File: src/rtl/riscv_pkg.sv
// Shared RISC-V constants and types for the register scoreboard.
// Covers register index width, architectural register count and counter types.
package riscv_pkg;

    localparam int RISCV_INSTR_RS_WIDTH = 5;
    localparam int NUM_ARCH_REGS        = 2 ** RISCV_INSTR_RS_WIDTH;
    localparam int SB_CNT_WIDTH         = 2;
    localparam int SB_TOTAL_WIDTH       = 7;

    typedef logic [RISCV_INSTR_RS_WIDTH-1:0] reg_idx_t;
    typedef logic [SB_CNT_WIDTH-1:0]         sb_cnt_t;
    typedef logic [SB_TOTAL_WIDTH-1:0]       sb_total_t;

    localparam sb_cnt_t SB_CNT_MAX  = {SB_CNT_WIDTH{1'b1}};
    localparam sb_cnt_t SB_CNT_ZERO = {SB_CNT_WIDTH{1'b0}};

endpackage

File: src/rtl/riscv_v_scoreboard_entry.sv
// One per-register outstanding-write counter with registered busy/saturated flags.
// Simultaneous inc and dec cancel; clr has priority over both.
module riscv_v_scoreboard_entry
    import riscv_pkg::*;
#(
    parameter int CNT_WIDTH = SB_CNT_WIDTH
) (
    input  logic clk,
    input  logic rst_n,
    input  logic clr,
    input  logic inc,
    input  logic dec,
    output logic busy,
    output logic sat
);

    localparam logic [CNT_WIDTH-1:0] CNT_MAX  = {CNT_WIDTH{1'b1}};
    localparam logic [CNT_WIDTH-1:0] CNT_ZERO = {CNT_WIDTH{1'b0}};
    localparam logic [CNT_WIDTH-1:0] CNT_ONE  = {{(CNT_WIDTH-1){1'b0}}, 1'b1};

    logic [CNT_WIDTH-1:0] cnt_r;
    logic [CNT_WIDTH-1:0] cnt_nxt_s;
    logic                 busy_r;
    logic                 sat_r;

    // Next counter value; saturates at both ends so it can never wrap.
    always_comb begin
        cnt_nxt_s = cnt_r;
        if (clr) begin
            cnt_nxt_s = CNT_ZERO;
        end else if (inc && !dec && (cnt_r != CNT_MAX)) begin
            cnt_nxt_s = cnt_r + CNT_ONE;
        end else if (dec && !inc && (cnt_r != CNT_ZERO)) begin
            cnt_nxt_s = cnt_r - CNT_ONE;
        end else begin
            cnt_nxt_s = cnt_r;
        end
    end

    // Counter and flag registers; flags are decoded from the next value so they track cnt_r exactly.
    always_ff @(posedge clk or negedge rst_n) begin
        if (!rst_n) begin
            cnt_r  <= CNT_ZERO;
            busy_r <= 1'b0;
            sat_r  <= 1'b0;
        end else begin
            cnt_r  <= cnt_nxt_s;
            busy_r <= (cnt_nxt_s != CNT_ZERO);
            sat_r  <= (cnt_nxt_s == CNT_MAX);
        end
    end

    assign busy = busy_r;
    assign sat  = sat_r;

endmodule

File: src/rtl/riscv_v_scoreboard.sv
// In-order register scoreboard: tracks outstanding writes per architectural register
// and back-pressures decode on RAW hazards or per-register counter saturation.
module riscv_v_scoreboard
    import riscv_pkg::*;
#(
    parameter int RS_WIDTH    = RISCV_INSTR_RS_WIDTH,
    parameter int NUM_REGS    = 2 ** RS_WIDTH,
    parameter int CNT_WIDTH   = SB_CNT_WIDTH,
    parameter int TOTAL_WIDTH = SB_TOTAL_WIDTH
) (
    input  logic                   clk,
    input  logic                   rst_n,
    input  logic                   flush,
    input  logic                   issue_valid,
    output logic                   issue_ready,
    input  logic [RS_WIDTH-1:0]    issue_rs1,
    input  logic [RS_WIDTH-1:0]    issue_rs2,
    input  logic                   issue_rs1_used,
    input  logic                   issue_rs2_used,
    input  logic [RS_WIDTH-1:0]    issue_rd,
    input  logic                   issue_rd_we,
    input  logic                   wb_valid,
    input  logic [RS_WIDTH-1:0]    wb_rd,
    output logic                   stall,
    output logic [NUM_REGS-1:0]    busy_vec,
    output logic [TOTAL_WIDTH-1:0] pending_total,
    output logic                   err_underflow
);

    localparam logic [RS_WIDTH-1:0]    RD_ZERO    = {RS_WIDTH{1'b0}};
    localparam logic [TOTAL_WIDTH-1:0] TOTAL_ZERO = {TOTAL_WIDTH{1'b0}};
    localparam logic [TOTAL_WIDTH-1:0] TOTAL_ONE  = {{(TOTAL_WIDTH-1){1'b0}}, 1'b1};

    logic [NUM_REGS-1:0]    busy_s;
    logic [NUM_REGS-1:0]    sat_s;
    logic [NUM_REGS-1:1]    inc_s;
    logic [NUM_REGS-1:1]    dec_s;
    logic                   raw1_s;
    logic                   raw2_s;
    logic                   waw_sat_s;
    logic                   ready_s;
    logic                   accept_s;
    logic                   trk_inc_s;
    logic                   wb_nz_s;
    logic                   wb_same_s;
    logic                   wb_eff_s;
    logic                   underflow_s;
    logic [TOTAL_WIDTH-1:0] total_r;
    logic [TOTAL_WIDTH-1:0] total_nxt_s;
    logic                   err_r;

    // x0 is hardwired and never tracked.
    assign busy_s[0] = 1'b0;
    assign sat_s[0]  = 1'b0;

    // Hazards look only at registered state; a same-cycle writeback does not unblock issue.
    always_comb begin
        raw1_s      = issue_rs1_used && busy_s[issue_rs1];
        raw2_s      = issue_rs2_used && busy_s[issue_rs2];
        waw_sat_s   = issue_rd_we && sat_s[issue_rd];
        ready_s     = !flush && !raw1_s && !raw2_s && !waw_sat_s;
        accept_s    = issue_valid && ready_s;
        trk_inc_s   = accept_s && issue_rd_we && (issue_rd != RD_ZERO);
        wb_nz_s     = !flush && wb_valid && (wb_rd != RD_ZERO);
        wb_same_s   = trk_inc_s && (issue_rd == wb_rd);
        wb_eff_s    = wb_nz_s && (busy_s[wb_rd] || wb_same_s);
        underflow_s = wb_nz_s && !wb_eff_s;
    end

    for (genvar i = 1; i < NUM_REGS; i++) begin : g_entry
        assign inc_s[i] = trk_inc_s && (issue_rd == RS_WIDTH'(i));
        assign dec_s[i] = wb_eff_s && (wb_rd == RS_WIDTH'(i));

        riscv_v_scoreboard_entry #(
            .CNT_WIDTH (CNT_WIDTH)
        ) u_entry (
            .clk   (clk),
            .rst_n (rst_n),
            .clr   (flush),
            .inc   (inc_s[i]),
            .dec   (dec_s[i]),
            .busy  (busy_s[i]),
            .sat   (sat_s[i])
        );
    end

    // Running total of outstanding writes; a paired accept and writeback leave it unchanged.
    always_comb begin
        total_nxt_s = total_r;
        if (flush) begin
            total_nxt_s = TOTAL_ZERO;
        end else if (trk_inc_s && !wb_eff_s) begin
            total_nxt_s = total_r + TOTAL_ONE;
        end else if (wb_eff_s && !trk_inc_s && (total_r != TOTAL_ZERO)) begin
            total_nxt_s = total_r - TOTAL_ONE;
        end else begin
            total_nxt_s = total_r;
        end
    end

    // Total counter and sticky underflow flag; only reset clears the flag.
    always_ff @(posedge clk or negedge rst_n) begin
        if (!rst_n) begin
            total_r <= TOTAL_ZERO;
            err_r   <= 1'b0;
        end else begin
            total_r <= total_nxt_s;
            err_r   <= err_r | underflow_s;
        end
    end

    assign issue_ready   = ready_s;
    assign stall         = issue_valid && !ready_s;
    assign busy_vec      = busy_s;
    assign pending_total = total_r;
    assign err_underflow = err_r;

endmodule

File: config.mk
export PLATFORM = sky130hd
export DESIGN_NAME = riscv_v_scoreboard
export DESIGN_NICKNAME = d
export VERILOG_FILES = /design/src/rtl/riscv_pkg.sv /design/src/rtl/riscv_v_scoreboard_entry.sv /design/src/rtl/riscv_v_scoreboard.sv
export SDC_FILE = /design/constraint.sdc
export NUM_CORES = 1
export LEC_CHECK = 0
export CAP_MARGIN = 20
export CELL_PAD_IN_SITES_DETAIL_PLACEMENT = 1
export CELL_PAD_IN_SITES_GLOBAL_PLACEMENT = 2
export CORE_ASPECT_RATIO = 0.75
export CORE_MARGIN = 5
export CORE_UTILIZATION = 35
export CTS_CLUSTER_DIAMETER = 200
export DETAILED_ROUTE_END_ITERATION = 8
export HOLD_SLACK_MARGIN = 0.15
export MAX_ROUTING_LAYER = met4
export PLACE_DENSITY_LB_ADDON = 0.2
export REMOVE_ABC_BUFFERS = 1
export SYNTH_ARGS = -nofsm -noshare
export SYNTH_HDL_FRONTEND = slang
export SYNTH_SLANG_ARGS = --single-unit
File: constraint.sdc
create_clock -name clk -period 4.2 [get_ports clk]
set_input_delay 0.63 -clock clk [delete_from_list [all_inputs] [get_ports clk]]
set_output_delay 0.63 -clock clk [all_outputs]
set_load 0.01 [all_outputs]
### Yosys cells after proc, flatten, opt, wreduce, memory -nomap -nowiden

Index checks and enable logic that the tools add are counted.

* word-level logic and storage cells: 733
* output and inout port bits: 42
* register bits after elaboration: 132
* input bits: 28

* multiplexer cells: 104
* bitwise logic cells: 1
* reduce and logical (&&, ||, !) cells: 340
* $lt $le $gt $ge: 4
* equality and inequality tests: 125
* $add $sub $neg: 64

Operators with widths (count)
* 1-bit logical AND: 204
* 2-bit 2-to-1 mux: 93
* 5-bit == test (second input constant): 32
* 2-bit nonzero test: 62
* 5-bit by 4-bit == test with 1-bit output (second input constant): 16
* 1-bit zero test: 69
* 2-bit by 1-bit adder with 2-bit output (second input constant): 31
* 2-bit == test (second input constant): 31
* 2-bit != test (second input constant): 31
* 2-bit by 1-bit subtractor with 2-bit output (second input constant): 31
* 5-bit by 3-bit == test with 1-bit output (second input constant): 8
* 5-bit by 6-bit < comparator with 1-bit output (second input constant): 4
* 7-bit 2-to-1 mux: 3
* 1-bit binary-select mux with 5-bit select: 4
* 5-bit by 2-bit == test with 1-bit output (second input constant): 4
* 5-bit by 1-bit == test with 1-bit output (second input constant): 2
* 5-bit nonzero test: 2
* 7-bit by 1-bit adder with 7-bit output (second input constant): 1
* 7-bit nonzero test: 1
* 7-bit by 1-bit subtractor with 7-bit output (second input constant): 1
* 5-bit == test: 1
* 1-bit 2-to-1 mux: 4
* 3-bit nonzero test: 1
* 1-bit logical OR: 1
* 1-bit bitwise OR: 1

### Depth between registers and ports, before layout

Gate-level depths: netlist of the first run.

* depth in word-level cells: 20
* depth in mapped cells: 18
* gate-level depth less buffers: 14

### Cells and area by module

From an unflattened synthesis of the first run, not the netlist that was laid out.

* cells, all modules: 1115
* area total of the unflattened synthesis: 10321.1 µm²

By module, submodules not included
* riscv_v_scoreboard_entry: area an instance 254.0 µm², cells an instance 26, instances 31, sequential area each 100.1 µm²
* riscv_v_scoreboard: area an instance 2447.3 µm², cells an instance 309, instances 1, sequential area each 200.2 µm²

### Worst setup path before layout of the first run

OpenSTA, ideal clock, no wires.

* path kind: input -> register
* from: input port issue_rs2[1]
* to: register total_r[6] (netlist: pending_total[6])
* cell stages on the path: 17
* setup time: 0.132 ns
* required time: 4.068 ns
* arrival: 4.364 ns
* slack: -0.296 ns
* path buffers: 3
* cell sequence: clkbuf_1 -> mux2_2 -> a221oi_1 -> nor3_1 -> o31ai_1 -> o211ai_1 -> clkbuf_1 -> or3_1 -> clkbuf_1 -> fa_1 -> a21oi_1 -> o21bai_1 -> a21o_1 -> a21oi_1 -> mux2i_1 -> xnor2_1 -> nor2_1

* cells in the longest elaborated chain, start to end: 16
* elaborated cells on any way between the ends: 20
* those cells by class: mux (4); reduce/logical (16)

Ends and longest elaborated chain
* start, declared: line riscv_v_scoreboard.sv:17 `input logic [RS_WIDTH-1:0] issue_rs2,`
* 1-bit binary-select mux with 5-bit select *: line riscv_v_scoreboard.sv:59 `raw2_s = issue_rs2_used && busy_s[issue_rs2];`
* 1-bit 2-to-1 mux (implied by the code) *: line riscv_v_scoreboard.sv:59
* 1-bit logical AND *: line riscv_v_scoreboard.sv:59
* 1-bit zero test *: line riscv_v_scoreboard.sv:61 `ready_s = !flush && !raw1_s && !raw2_s && !waw_sat_s;`
* 1-bit logical AND * (2 in a row): line riscv_v_scoreboard.sv:61
* 1-bit logical AND *: line riscv_v_scoreboard.sv:62 `accept_s = issue_valid && ready_s;`
* 1-bit logical AND * (2 in a row): line riscv_v_scoreboard.sv:63 `trk_inc_s = accept_s && issue_rd_we && (issue_rd != RD_ZERO);`
* 1-bit logical AND: line riscv_v_scoreboard.sv:65 `wb_same_s = trk_inc_s && (issue_rd == wb_rd);`
* 1-bit logical OR: line riscv_v_scoreboard.sv:66 `wb_eff_s = wb_nz_s && (busy_s[wb_rd] || wb_same_s);`
* 1-bit logical AND: line riscv_v_scoreboard.sv:66
* 1-bit zero test: line riscv_v_scoreboard.sv:92 `end else if (trk_inc_s && !wb_eff_s) begin`
* 1-bit logical AND: line riscv_v_scoreboard.sv:92
* 7-bit 2-to-1 mux: line riscv_v_scoreboard.sv:92
* 7-bit 2-to-1 mux: line riscv_v_scoreboard.sv:90 `if (flush) begin`
* end signal, assigned: line riscv_v_scoreboard.sv:107 `total_r <= total_nxt_s;`
* end, declared: line riscv_v_scoreboard.sv:48 `logic [TOTAL_WIDTH-1:0] total_r;`

Mark *: on every way between the ends. The rest lies on a longest branch, timed or not. The select of a mux whose other input is x is not followed.
A chain may end at the register's enable or synchronous reset.

### Worst setup path in the final report of the first run

* from: input port issue_rd[1]
* to: output port issue_ready

* cells in the longest elaborated chain, start to end: 5

Ends and longest elaborated chain
* start, declared: line riscv_v_scoreboard.sv:20 `input logic [RS_WIDTH-1:0] issue_rd,`
* 1-bit binary-select mux with 5-bit select: line riscv_v_scoreboard.sv:60 `waw_sat_s = issue_rd_we && sat_s[issue_rd];`
* 1-bit 2-to-1 mux (implied by the code): line riscv_v_scoreboard.sv:60
* 1-bit logical AND: line riscv_v_scoreboard.sv:60
* 1-bit zero test: line riscv_v_scoreboard.sv:61
* 1-bit logical AND: line riscv_v_scoreboard.sv:61
* end, declared: line riscv_v_scoreboard.sv:15 `output logic issue_ready,`

Every way passes these cells. The select of a mux whose other input is x is not followed.

==> results of run 1 <==
power breakdown:
group / switching, mW / internal, mW / total [mW] / leakage (nW)
sequential: 0.0158 / 1.28 / 1.30 / 1.84
combinational: 0.289 / 0.198 / 0.487 / 3.67
clock: 0.576 / 0.844 / 1.42 / 0.268
per-stage QoR:
stage	cells	instance area, µm²
after global placement	1714	12700
after global routing	1766	13500
final	1766	13500
after CTS	1760	13400
after floorplan	1079	10100
after detailed placement	1714	12700
kinds of logic (layout without fill, tap and decap cells):
kind of cell,count (synthesis),count (layout),synth area share (%)
simple gates,420,420,21.4
mux,91,91,11.8
xor+xnor,19,19,1.56
buf+inv,187,374,8.19
fa+ha+maj,68,68,8.04
compound gates,260,260,18.0
other cells,1,3,0.0351
flops,132,132,30.9
per-layer routing:
layer | vias to the layer above | track usage, % | share of wire [%]
li1 | 4717 | - | -
met4 | 0 | 8.93 | 3.5
met2 | 291 | 34.8 | 43
met3 | 57 | 6.17 | 6.5
met5 | - | - | 0
met1 | 5073 | 34.0 | 47
state kept, by name (all words and copies together), names as in the netlist:
register,cells
pending_total,7
err_underflow,1
g_entry.u_entry.busy,31
g_entry.u_entry.cnt_r,62
g_entry.u_entry.sat,31
final timing paths:
kind / from / end / slack, ps / cells after the start
setup / recovery: issue_rd[1] / issue_ready / 140 / 12
hold / removal: rst_n / pending_total[5] / 220 / 1
setup reg to reg: g_entry[14].u_entry.busy / pending_total[6] / 430 / 14
hold reg to reg: err_underflow / err_underflow / 470 / 1
max in group asynchronous: rst_n / g_entry[30].u_entry.cnt_r[1] / 3150 / 2
min in group clk: err_underflow / err_underflow / 470 / 1
layout make-up:
type | instances | share of cell area, %
Tap cell | 399 | 3.70
Multi-Input combinational cell | 859 | 48.6
Clock buffer | 23 | 3.54
Inverter | 88 | 2.45
Timing Repair Buffer | 257 | 16.7
Sequential cell | 132 | 24.5
Clock inverter | 6 | 0.408
Antenna cell | 2 | 0.0371
worst register-to-register path, cell delays in order (launching register included):
cell      delay [ps]
dfrtp_1          480
mux4_1           550
mux4_2           540
mux2i_2          210
a21oi_1          110
or3_4            370
buf_6            160
ha_1             290
inv_1             80
o21bai_1         100
a21o_1           210
a21oi_2          150
mux2i_1          230
xnor2_1          140
nor2_1            50
cell usage after synthesis, types with 10 or more instances:
| cell | count | area, µm² |
|---|---|---|
| dfrtp_1 | 132 | 3300 |
| nor2_1 | 94 | 353 |
| inv_1 | 86 | 323 |
| ha_1 | 67 | 838 |
| nand2_1 | 67 | 251 |
| a21oi_1 | 49 | 245 |
| mux2i_1 | 47 | 470 |
| clkbuf_1 | 46 | 173 |
| nand3_1 | 45 | 225 |
| nor3_1 | 41 | 205 |
| buf_4 | 36 | 270 |
| nand4_1 | 33 | 206 |
| o21ai_0 | 32 | 160 |
| a211oi_1 | 25 | 188 |
| mux4_2 | 25 | 563 |
| mux2_2 | 17 | 191 |
| xnor2_1 | 16 | 140 |
| and2_1 | 14 | 87.6 |
| a21o_1 | 13 | 97.6 |
| or3_1 | 13 | 81.3 |
| buf_2 | 12 | 60.1 |
| nor4b_1 | 12 | 105 |
| a211o_1 | 11 | 96.3 |
| nor2b_1 | 11 | 68.8 |
| or4_1 | 11 | 82.6 |
| nor4_1 | 10 | 62.6 |
what timing repair did:
item                       in CTS  in global routing
setup endpoints to repair       2                 16
setup buffers                  16                  2
gates cloned                    1                  1
resized for setup               4                 15
pin swaps                       2                  2
hold endpoints to repair        0                  0
==> metrics.md, run 1 <==
| Metric | Value |
|---|---|
| Outcome | `complete, no violations` |
| GRT Residual Overflow | `0` |
| RSZ-0062 raised after global routing | `yes` |
| Pin count of the biggest net entering global routing | `74` |
| WL final | `40800 µm` |
| Most frequent cells in the layout | `buf_4, dfrtp_1, nor2_1` |
| Top_reg_cell synth | `dfrtp_1` |
| Global Route Usage Sum | `24.6%` |
| Core box area | `0.0301 mm²` |
| Commonest non-fill, non-tap cell in the layout | `buf_4` |
| DRT antenna net count | `0` |
| Worst hold-check path type | `input pin to asynchronous set/reset pin` |
| Worst clock skew | `11.5 ps` |
| CTS tree | `done` |
| Final setup vio count | `0` |
| Period utilization | `96.6%` |
| Crit end category | `primary output` |
| Max-cap violations | `0` |
| Post-layout util | `44.7%` |
| Via density | `5.74` |
| Avg Cell Area, Syn | `9.06 µm²` |
| Skew-Pair Late Insertion Delay | `450 ps` |
| Avg WL per Cell | `23.1 µm` |
| Port Buffers | `68` |
| Syn-to-layout area delta | `26.3%` |
| Initial antenna violation count | `3` |
| Worst path max stage delay | `510 ps` |
| CP Launch Type | `input pin` |
| Area of the multi-input gates | `0.00656 mm²` |
| Worst setup margin | `143 ps` |
| Setup tns final | `0 ps` |
| Clk slew on worst S/H paths | `60 ps` |
| Fin nets | `1451` |
| CTS Buf Count | `17` |
| Worst Hold Slack | `218 ps` |
| Seq/Total Area, Yosys | `30.9%` |
| Via count | `10.1k` |
| H-Tree Depth | `4` |
| DR DRC count | `0` |
| Slew margin rel. | `48.5%` |
| DRT Pass-1 Iters | `5` |
| WS Path Type | `input pin to primary output` |
| Placement Setup Slack | `-492 ps` |
| Hpwl dp | `31000 µm` |
| Critical path peak fanout | `11` |
| Worst EP required | `3570 ps` |
| Fill cell count | `3494` |
| Crit path buf inv count | `7` |
| CTS Root Cell | `clkbuf_16` |
| Tot Pwr | `3.20 mW` |
| Fmax | `246 MHz` |
| Die height | `161 µm` |
| Warnings from Yosys | `0` |
| Slew at the pin closest to its max-slew limit | `773 ps` |
| Site row count | `55` |
| DIE WIDTH | `212 µm` |
| Crit path top cell by count | `buf_4` |
| Mapped Area | `0.0107 mm²` |
| CP delay by family, top | `buffers and inverters` |
| Unique masters post-synth | `92` |
| Cells after Synth | `1178` |
| Final hold vios | `0` |
| Peak supply drop | `0.000226 V` |
| Clk sink count | `132` |
| DRT iter0 DRCs | `616` |
| Crit path time final | `4060 ps` |
| Post-synth EDFFs | `0` |
| Hold buffers post-CTS | `0` |
| Die ar. | `0.0341 mm²` |
| Pwr dens | `238 mW/mm²` |
| Post-synth ARST share | `100%` |
| GP Congestion | `0.921` |
| Initial Utilization | `35.4%` |
| Cell type of the slowest stage on the worst timing path | `clkdlybuf4s50_1` |
| Total area of sequential cells | `0.00330 mm²` |
| Clock buffer depth | `2` |
| Io pins | `70` |
| Yosys reg bits | `132` |
| First-pass GRT wire length | `62300 µm` |
| Vias in the first global route | `10.3k` |
| Critical-path cell list | `clkdlybuf4s50_1 > buf_12 > mux4_2 > nand3b_1 > o21ai_0 > o221ai_2 > o211ai_1 > buf_4 > buf_6 > inv_1 > buf_4 > dlygate4sd2_1` |
| P_leak | `5.78 nW` |
| Worst EP arrival | `3430 ps` |
| Fraction of layout cells with a size suffix above 1 | `21.8%` |
| Slew Viols, Final | `0` |
Power figures use the tool's default switching activity.
==> run 2: changes to the inputs <==
--- a/config.mk
+++ b/config.mk
@@ -11,7 +11,7 @@
 export CORE_ASPECT_RATIO = 0.75
 export CORE_MARGIN = 5
 export CORE_UTILIZATION = 35
-export CTS_CLUSTER_DIAMETER = 200
+export CTS_CLUSTER_DIAMETER = 120
 export DETAILED_ROUTE_END_ITERATION = 8
 export HOLD_SLACK_MARGIN = 0.15
 export MAX_ROUTING_LAYER = met4
==> results of run 2 <==
Same layout as run 1: the final DEF is identical, and so are final timing and power.
==> RTL change: new RTL, flow settings as in run 2 <==
The package constant `RISCV_INSTR_RS_WIDTH` goes from 5 to 3.
--- a/src/rtl/riscv_pkg.sv
+++ b/src/rtl/riscv_pkg.sv
@@ -2,7 +2,7 @@
 // Covers register index width, architectural register count and counter types.
 package riscv_pkg;
 
-    localparam int RISCV_INSTR_RS_WIDTH = 5;
+    localparam int RISCV_INSTR_RS_WIDTH = 3;
     localparam int NUM_ARCH_REGS        = 2 ** RISCV_INSTR_RS_WIDTH;
     localparam int SB_CNT_WIDTH         = 2;
     localparam int SB_TOTAL_WIDTH       = 7;
Ports: changed (5 resized); port bits go from 70 to 38. The function was not compared with the original's and may differ.
==> RTL change against run 2 <==
First-iteration DRC count shrank 71%. Design area shrank 70%. Sequential cell count shrank 96. Synthesized area shrank 71%. Global-route usage shrank 6.0 points. Wire length shrank 77%. Total power shrank 65%. Worst setup slack gained 0.020 ns. Largest power group unchanged.
==> RTL change: results (changes against run 2) <==
| Metric | Value |
|---|---|
| Placed insts | `501 (-71%)` |
| Total Wirelength | `9.60 mm (-77%)` |
| DP Worst Slack | `-0.311 ns (+0.181 ns)` |
| Worst slew margin relative to its limit | `0.383 (-0.101)` |
| Max reg flops | `14 (-77%)` |
| Total iterations of the first detailed-routing run | `4 (-1)` |
| Starting DRT DRC Count | `179 (-71%)` |
| CP delay by family, top | `compound AO/OA/AOI/OAI gates` |
| Hold_ws | `0.470 ns (+0.251 ns)` |
| Nets | `440 (-70%)` |
| Largest net degree at the start of global routing | `37 (-50%)` |
| Later-pin clock latency in the skew report | `0.29 ns (-0.16 ns)` |
| Met2 WL | `4.07 mm (-77%)` |
| Worst vdd ir | `0.108 mV (-52%)` |
| Grt met1 use | `0.262 (-0.0777)` |
| Grt met3 use | `0.0387 (-0.0230)` |
| Global-route wire length before repair | `15.8 mm (-75%)` |
| Sw Ratio | `0.298 (+0.0230)` |
| GR Layer Usage met2 | `0.271 (-0.0767)` |
| Commonest cells in the netlist | `36 x dfrtp_1, 23 x inv_1, 23 x nor2_1, 19 x ha_1, 16 x a21oi_1` |
| Slowest stage delay, CP | `0.56 ns (+0.05 ns)` |
| M1 wire length | `4.95 mm (-74%)` |
| Share of cells above drive strength 1 | `0.197 (-0.0213)` |
| Status | `completed` |
| Crit-path max FO | `5 (-6)` |
| Port buffer count | `36 (-47%)` |
| Library cells used by synthesis | `71 (-23%)` |
| Non-filler cells, final | `509 (-71%)` |
| Mapped Cells | `338 (-71%)` |
| Crit. Startpoint | `issue_rd[0]` |
| Post-CTS Repair Setup Buffers | `0 (-16)` |
| Worst hold-check path type | `flip-flop to flip-flop` |
| # H-tree levels | `2 (-2)` |
| Setup Skew | `0.00759 ns (-0.00395 ns)` |
| GP Congestion | `0.865 (-6.1%)` |
| Worst Setup End Kind | `flip-flop` |
| Top cells by area, synth | `dfrtp_1 29%, ha_1 7.6%, mux2i_1 3.5%` |
==> RTL change: changes by cell type after synthesis, sizes merged, moves of 22 or more <==
cell / run 2 / this run
dfrtp: 132 / 36
nor2: 95 / 23
inv: 86 / 26
nand2: 67 / 11
ha: 67 / 19
clkbuf: 46 / 4
buf: 53 / 17
mux2i: 47 / 11
a21oi: 49 / 16
nand3: 47 / 15
nor3: 41 / 9
nand4: 33 / 6
o21ai: 34 / 9
mux4: 26 / 4
==> RTL change: cells by family (layout without fill, tap and decap cells) <==
logic type | Yosys count | in the layout | synth area share
AO/OA/AOI/OAI | 105 | 105 | 0.276
XOR/XNOR | 6 | 6 | 0.0168
adder cells (fa/ha/maj) | 20 | 20 | 0.0824
buffers and inverters | 47 | 110 | 0.0720
flip-flops | 36 | 36 | 0.288
multiplexers | 21 | 21 | 0.0868
other | 1 | 1 | 0.00120
AND/OR/NAND/NOR | 102 | 102 | 0.177
==> RTL change: area by class of cell <==
cell class	instances	area (µm²)
tap	108	135
clock buffer	5	125
sequential	36	901
inverter	26	97.6
fill	1016	4620
clock inverter	3	42.5
multi-input combinational	255	2020
timing repair buffer	76	658
==> RTL change: what timing repair did <==
action	4_1_cts	5_1_grt
cloned	0	0
gates resized for setup	1	6
hold endpoints to repair	0	0
pin swaps	0	1
endpoints found under the setup margin	1	1
==> RTL change: power by group through the flow <==
| stage | clock [µW] | combinational (µW) | sequential [µW] |
|---|---|---|---|
| 2_1_floorplan | 0 | 150 | 395 |
| 3_3_place_gp | 0 | 288 | 398 |
| 3_5_place_dp | 0 | 295 | 399 |
| 4_1_cts | 456 | 298 | 393 |
| 5_1_grt | 477 | 327 | 397 |
| 6_report | 443 | 297 | 393 |
